==> src/rtl/mem_access_ctrl.sv <==
// Load/store sequencer in front of a word-wide data RAM: word loads, byte loads with
// optional sign extension, and byte stores done as read-modify-write.
module mem_access_ctrl #(
   parameter int unsigned DEPTH_BITS = 8,
   parameter int unsigned DATA_W     = 16
) (
   input  logic              CLK,
   input  logic              RST,
   input  logic              ReqValid,
   output logic              ReqReady,
   input  logic              ReqWrite,
   input  logic              ReqByte,
   input  logic              ReqSigned,
   input  logic [15:0]       ReqAddr,
   input  logic [DATA_W-1:0] ReqData,
   output logic              RespValid,
   output logic [DATA_W-1:0] RespData,
   output logic              RespErr,
   output logic [15:0]       RamAddress,
   output logic [15:0]       RamWriteAddr,
   output logic              RamRead,
   output logic              RamWrite,
   output logic              RamSearch,
   output logic [DATA_W-1:0] RamDataIn,
   input  logic [DATA_W-1:0] RamDataOut
);

   typedef enum logic [2:0] {StIdle, StRd, StWr, StRmwRd, StRmwWr, StResp} state_e;

   state_e            stateQ, stateD;
   logic              byteQ, signedQ, respErrQ;
   logic [15:0]       addrQ;
   logic [DATA_W-1:0] dataQ, mergeQ, respDataQ;

   logic [15:0]       reqIdx, curIdx;
   logic              reqOor, accept;
   logic [DATA_W-1:0] loadVal, mergeVal;

   // Byte addresses map to word index addr>>1; range check is on the word index.
   assign reqIdx = ReqByte ? {1'b0, ReqAddr[15:1]} : ReqAddr;
   assign curIdx = byteQ ? {1'b0, addrQ[15:1]} : addrQ;
   assign reqOor = (reqIdx >> DEPTH_BITS) != 16'd0;

   assign ReqReady  = (stateQ == StIdle) && !RST;
   assign accept    = ReqValid && ReqReady;
   assign RespValid = (stateQ == StResp) && !RST;
   assign RespData  = respDataQ;
   assign RespErr   = respErrQ;

   always_comb begin
      loadVal  = RamDataOut;
      mergeVal = RamDataOut;
      if (byteQ) begin
         loadVal = {{(DATA_W-8){signedQ & RamDataOut[7]}}, RamDataOut[7:0]};
      end
      // addr[0]=0 addresses the high lane, addr[0]=1 the low lane
      if (addrQ[0]) begin
         mergeVal[7:0] = dataQ[7:0];
      end else begin
         mergeVal[DATA_W-1:8] = (DATA_W-8)'(dataQ[7:0]);
      end
   end

   always_comb begin
      stateD = stateQ;
      unique case (stateQ)
         StIdle: begin
            if (accept) begin
               if (reqOor)         stateD = StResp;
               else if (!ReqWrite) stateD = StRd;
               else if (ReqByte)   stateD = StRmwRd;
               else                stateD = StWr;
            end
         end
         StRd, StWr, StRmwWr: stateD = StResp;
         StRmwRd:             stateD = StRmwWr;
         StResp:              stateD = StIdle;
         default:             stateD = StIdle;
      endcase
   end

   // RAM pins decode from state; reset kills the strobes in the same cycle.
   always_comb begin
      RamAddress   = '0;
      RamWriteAddr = '0;
      RamRead      = 1'b0;
      RamWrite     = 1'b0;
      RamSearch    = 1'b0;
      RamDataIn    = '0;
      if (!RST) begin
         unique case (stateQ)
            StRd: begin
               RamRead    = 1'b1;
               RamSearch  = byteQ;
               RamAddress = byteQ ? addrQ : curIdx;
            end
            StRmwRd: begin
               RamRead    = 1'b1;
               RamAddress = curIdx;
            end
            StWr: begin
               RamWrite     = 1'b1;
               RamWriteAddr = curIdx;
               RamDataIn    = dataQ;
            end
            StRmwWr: begin
               RamWrite     = 1'b1;
               RamWriteAddr = curIdx;
               RamDataIn    = mergeQ;
            end
            default: ;
         endcase
      end
   end

   always_ff @(posedge CLK) begin
      if (RST) begin
         stateQ    <= StIdle;
         byteQ     <= 1'b0;
         signedQ   <= 1'b0;
         addrQ     <= '0;
         dataQ     <= '0;
         mergeQ    <= '0;
         respDataQ <= '0;
         respErrQ  <= 1'b0;
      end else begin
         stateQ <= stateD;
         if (accept) begin
            byteQ   <= ReqByte;
            signedQ <= ReqSigned;
            addrQ   <= ReqAddr;
            dataQ   <= ReqData;
            if (reqOor) begin
               respDataQ <= '0;
               respErrQ  <= 1'b1;
            end
         end
         unique case (stateQ)
            StRd: begin
               respDataQ <= loadVal;
               respErrQ  <= 1'b0;
            end
            StRmwRd: mergeQ <= mergeVal;
            StWr, StRmwWr: begin
               respDataQ <= '0;
               respErrQ  <= 1'b0;
            end
            default: ;
         endcase
      end
   end

endmodule

==> config.mk <==
export PLATFORM = sky130hd
export DESIGN_NAME = mem_access_ctrl
export DESIGN_NICKNAME = d
export VERILOG_FILES = /design/src/rtl/mem_access_ctrl.sv
export SDC_FILE = /design/constraint.sdc
export NUM_CORES = 1
export LEC_CHECK = 0
export ABC_AREA = 1
export BUFFER_PORTS_ARGS = -buffer_cell sky130_fd_sc_hd__buf_2
export CAP_MARGIN = 20
export CORE_MARGIN = 2
export CORE_UTILIZATION = 35
export DETAILED_ROUTE_END_ITERATION = 8
export HOLD_SLACK_MARGIN = 0.08
export PLACE_DENSITY = 0.63
export SETUP_SLACK_MARGIN = 0.02
export SYNTH_ARGS = -nofsm -noshare
export SYNTH_HDL_FRONTEND = slang
export SYNTH_SLANG_ARGS = --single-unit
==> constraint.sdc <==
create_clock -name CLK -period 2.4 [get_ports CLK]
set_input_delay 0.24 -clock CLK [delete_from_list [all_inputs] [get_ports CLK]]
set_output_delay 0.24 -clock CLK [all_outputs]
set_load 0.01 [all_outputs]
-- Word-level counts from Yosys, hierarchy flattened
Index checks and enable logic that the tools add are counted.
- word-level logic and storage cells: 55
- RAM bits: 0
- bits in registers: 70
- bits in read-only memories: 0
- memories kept: 0
- output and inout port bits: 70
- bits of input ports: 54
- bits in latches: 0
- order comparisons: 0
- muxes and demuxes: 26
- add/sub/neg operators: 0
- equality and inequality tests: 6
- shift-type cells: 0
- divide/modulo/power cells: 0
- bitwise gates (word level): 1
- multipliers: 0
- reduce and logical (&&, ||, !) cells: 14
- operators by type and width (cell ; count):
    $mux W16 ; 10
    $pmux W16 S2 ; 3
    $mux W8 ; 2
    $reduce_bool A16 Y1 ; 1
    $pmux W3 S3 ; 1
    $mux W1 ; 7
    $eq A3 B2 Y1 const B ; 2
    $eq A3 B3 Y1 const B ; 2
    $mux W3 ; 2
    $reduce_bool A3 Y1 ; 2
    $reduce_and A2 Y1 ; 2
    $reduce_or A2 Y1 ; 2
    $reduce_or A4 Y1 ; 1
    $eq A3 B1 Y1 const B ; 1
    $logic_and A1 B1 Y1 ; 3
    $logic_not A3 Y1 ; 1
    $reduce_or A3 Y1 ; 1
    $mux W2 ; 1
    $ne A2 B2 Y1 const B ; 1
    $and A1 B1 Y1 ; 1
    $logic_not A1 Y1 ; 1

-- Longest topological paths before layout
- depth after elaboration: 5
- gate-level depth with buffers: 9
- mapped depth without buffers: 8

-- Worst setup path before layout
OpenSTA, ideal clock, no wires.
- path type: reg2out
- start: register stateQ[0]
- end: output RamAddress[10]
- arrival: 1276 ps
- required time: 2160 ps
- path buffers: 1
- setup slack: 884 ps
- stages on the path, launching flop included: 10
- path through: dfxtp_1 inv_2 nor2_4 inv_2 nor2_8 inv_2 buf_6 o22ai_1 inv_1 nor2_1
- word-level cells in the longest chain between the ends: 3
- RTL lines (what ; line ; text):
    start, declared ; 30 ; state_e stateQ, stateD;
    start signal, assigned ; 118 ; stateQ <= StIdle;
    start signal, assigned ; 127 ; stateQ <= stateD;
    $eq A3 B2 Y1 / $eq A3 B1 Y1 (equally long branches) ; 91 ; unique case (stateQ)
    $pmux W16 S2 (*) ; 91 ;
    $mux W16 (*) ; 90 ; if (!RST) begin
    end, declared ; 19 ; output logic [15:0] RamAddress,
Mark *: on every way between the ends. The rest lies on a longest branch, timed or not.

-- Worst setup path after layout
- start: register stateQ[1]
- end: output RamWriteAddr[15]
- word-level cells in the longest chain between the ends: 4
- RTL lines (what ; line ; text):
    $eq A3 B2 Y1 / $eq A3 B3 Y1 (equally long branches) ; 91 ;
    $reduce_or A2 Y1 (no line) (*) ; n/a ;
    $mux W16 (*) ; 91 ;
    $mux W16 (*) ; 90 ;
    end, declared ; 20 ; output logic [15:0] RamWriteAddr,
Marked as above.

==> reports/results.ini <==
[outcome]
outcome = complete, no violations

[sta]
relSlewSlack = 0.649
clock-skew-final_ns = 0.00925
fin_crit_ns = 2.14
finalSetupViolations = 0
setup_ws_ns = 0.259
tightest_slew_ns = 0.525
hold_viol = 0
setup-tns-final_ns = 0
rsz0062_at_grt = false
period_share = 0.892
hold_ws_ns = 0.0923
slew_viol_final = 0
fmax_mhz = 467

[synth]
synth_edf_count = 0
synthSimpleGateAreaFrac = 0.252
synth_seq_cells = 70
yosys-top-cells-area = dfxtp_1 (41%), nand2_1 (14%), o21ai_0 (7.6%)
synth_top_family_by_area = simple AND/OR/NAND/NOR gates
synth_cell_types = 29
synthMuxAreaShare = 0
syn_avg_cell_area_um2 = 6.99
synth_fp_nets = 547
yosysSeqAreaShare = 0.407
syn_inst = 493
synth_fa_ha_area_frac = 0
synthFlopType = dfxtp_1
async_reset_ff_frac = 0
netlist.area_leader.share = 0.407
synth_xor_area_frac = 0
synth_compound_area_frac = 0.242
synth.largest_area_cell = dfxtp_1
ys_warn_count = 0
synthesis.area_um2 = 3450

[clock_tree]
cts_buffer_depth = 2
clk_pin_slew_ns = 0.08
cts-buffers-inserted = 9
clock_latency_ns = 0.35
cts_tree = yes
cts_sinks = 70
h-tree-depth = 3
root_buffer = clkbuf_8

[global_routing]
track_usage = 0.192
use_met2 = 0.300
busiest_layer = met2
globalRouteMet1Util = 0.265
grt_pass1_vias = 3217
overflow = 0
grt_use_met3 = 0.0349
grt_pass1_wl_mm = 15.8
grt_max_degree = 49
antenna_found_initial = 0

[place]
port_buffers = 123
postPlaceCellArea_um2 = 4140
hpwl_mm = 7.32
finalWeightedCongestion = 0.836
place_ws_ns = 0.537

[cells_and_area]
final_area_um2 = 4380
drive_gt1_frac = 0.276
antennaDiodeCount = 0
area_delta_synth_final_pct = 27.0
nNetsFinal = 662
layout_common_cells = nand2_1 (131), buf_2 (123), dfxtp_1 (70)
layout_commonest_cell = nand2_1
final_util = 0.452

[worst_setup_path]
critical_path.endpoint_type = primary output
criticalPathCategory = flop to primary output
startpoint_type = flop
path_max_fanout = 17
crit_required_ns = 2.16
arrival_ns = 1.90

[routing]
drc = 0
num_vias = 3756
detail_route.vias_per_cell = 5.03
first_pass_iters = 4
ant_nets = 0
wl_per_cell_um = 14.1
totalWireLength_mm = 10.5
drtIter0Drc = 193

[power_and_ir_drop]
comb_power_share = 0.204
p_per_area_nw_per_um2 = 642
internal_power_mw = 1.92
ir_drop_mv = 0.356
seq_power_share = 0.459
p_leak_nw = 1.85
p_sw_frac = 0.315
p_switching_uw = 885
clkPwrFrac = 0.337

[job]
cap_viol_max_count = 0

[floorplan]
fp.dieW_um = 103
die_y_um = 103
die_area_um2 = 10700
std_cell_rows = 36
num_io_pins = 124
start_util = 0.356
coreArea_um2 = 9680

[min_path]
hp-class = primary input to flop

==> path summary, 6_finish.rpt <==
| kind | start | to | slack (ns) | cells past startpoint |
|---|---|---|---|---|
| worst min register to register | RespErr$_SDFFE_PP0P_ | RespErr$_SDFFE_PP0P_ | 0.45 | 2 |
| worst max-delay path | stateQ[1]$_SDFFE_PP0P_ | RamWriteAddr[15] | 0.26 | 5 |
| worst min-delay path | ReqData[15] | dataQ[15]$_SDFFE_PP0P_ | 0.09 | 3 |
| worst max register to register | stateQ[1]$_SDFFE_PP0P_ | mergeQ[3]$_SDFFE_PP0N_ | 0.69 | 5 |
==> metrics by stage <==
| step | cells | total power, mW |
|---|---|---|
| floorplan | 493 | 1.68 |
| finish | 746 | 2.81 |
| global route | 746 | 2.95 |
| global placement | 725 | 1.86 |
| detailed placement | 725 | 1.87 |
| CTS | 743 | 2.82 |
==> flip-flops by register name, indices dropped and copies added (netlist names) <==
name / flops
signedQ: 1
stateQ: 3
RespData: 16
addrQ: 16
dataQ: 16
mergeQ: 16
byteQ: 1
RespErr: 1
==> what timing repair did <==
action                                  4_1_cts  5_1_grt
endpoints found under the hold margin         2        0
hold buffers                                  2        0
gates resized for setup                       0        1
endpoints found under the setup margin        0        4
buffers inserted                              0        3
==> synthesized netlist by cell type, types with 5 or more instances <==
master / number
nand2_1: 132
dfxtp_1: 70
o21ai_0: 52
inv_1: 38
nor2_1: 38
o22ai_1: 31
a21oi_1: 17
a31oi_1: 16
nand3_1: 16
clkbuf_1: 15
o31ai_1: 15
buf_2: 10
o211ai_1: 8
buf_1: 5
inv_2: 5
==> layer usage <==
metal | vias up | share of wire
li1 | 1882 | -
met1 | 1725 | 0.46
met2 | 136 | 0.46
met3 | 13 | 0.064
met4 | 0 | 0.015
met5 | - | 0
==> final cells by class <==
class | instances | area [µm²]
sequential | 70 | 1400
tap | 133 | 166
timing repair buffer | 140 | 748
fill | 1026 | 5310
clock inverter | 5 | 60.1
inverter | 44 | 165
multi-input combinational | 343 | 1700
clock buffer | 11 | 131
==> power groups by stage <==
stage,registers [mW],clock network [mW],logic (mW)
6_report,1.29,0.947,0.572
3_5_place_dp,1.32,0,0.551
5_1_grt,1.30,1.02,0.632
2_1_floorplan,1.31,0,0.372
3_3_place_gp,1.31,0,0.545
4_1_cts,1.29,0.970,0.557
==> cells by family after synthesis <==
kind of cell,after synthesis
AOI/OAI and AO/OA,142
buffers and inverters,80
DFF,70
and+or+nand+nor,201
==> critical path, stage by stage, from the launching register on <==
cell     delay [ns]
dfxtp_1        0.59
nand3_2        0.17
nand2_4        0.12
nand2_2        0.21
nor3_1         0.29
buf_2          0.18
No activity file was read; power rests on OpenSTA's default activity.
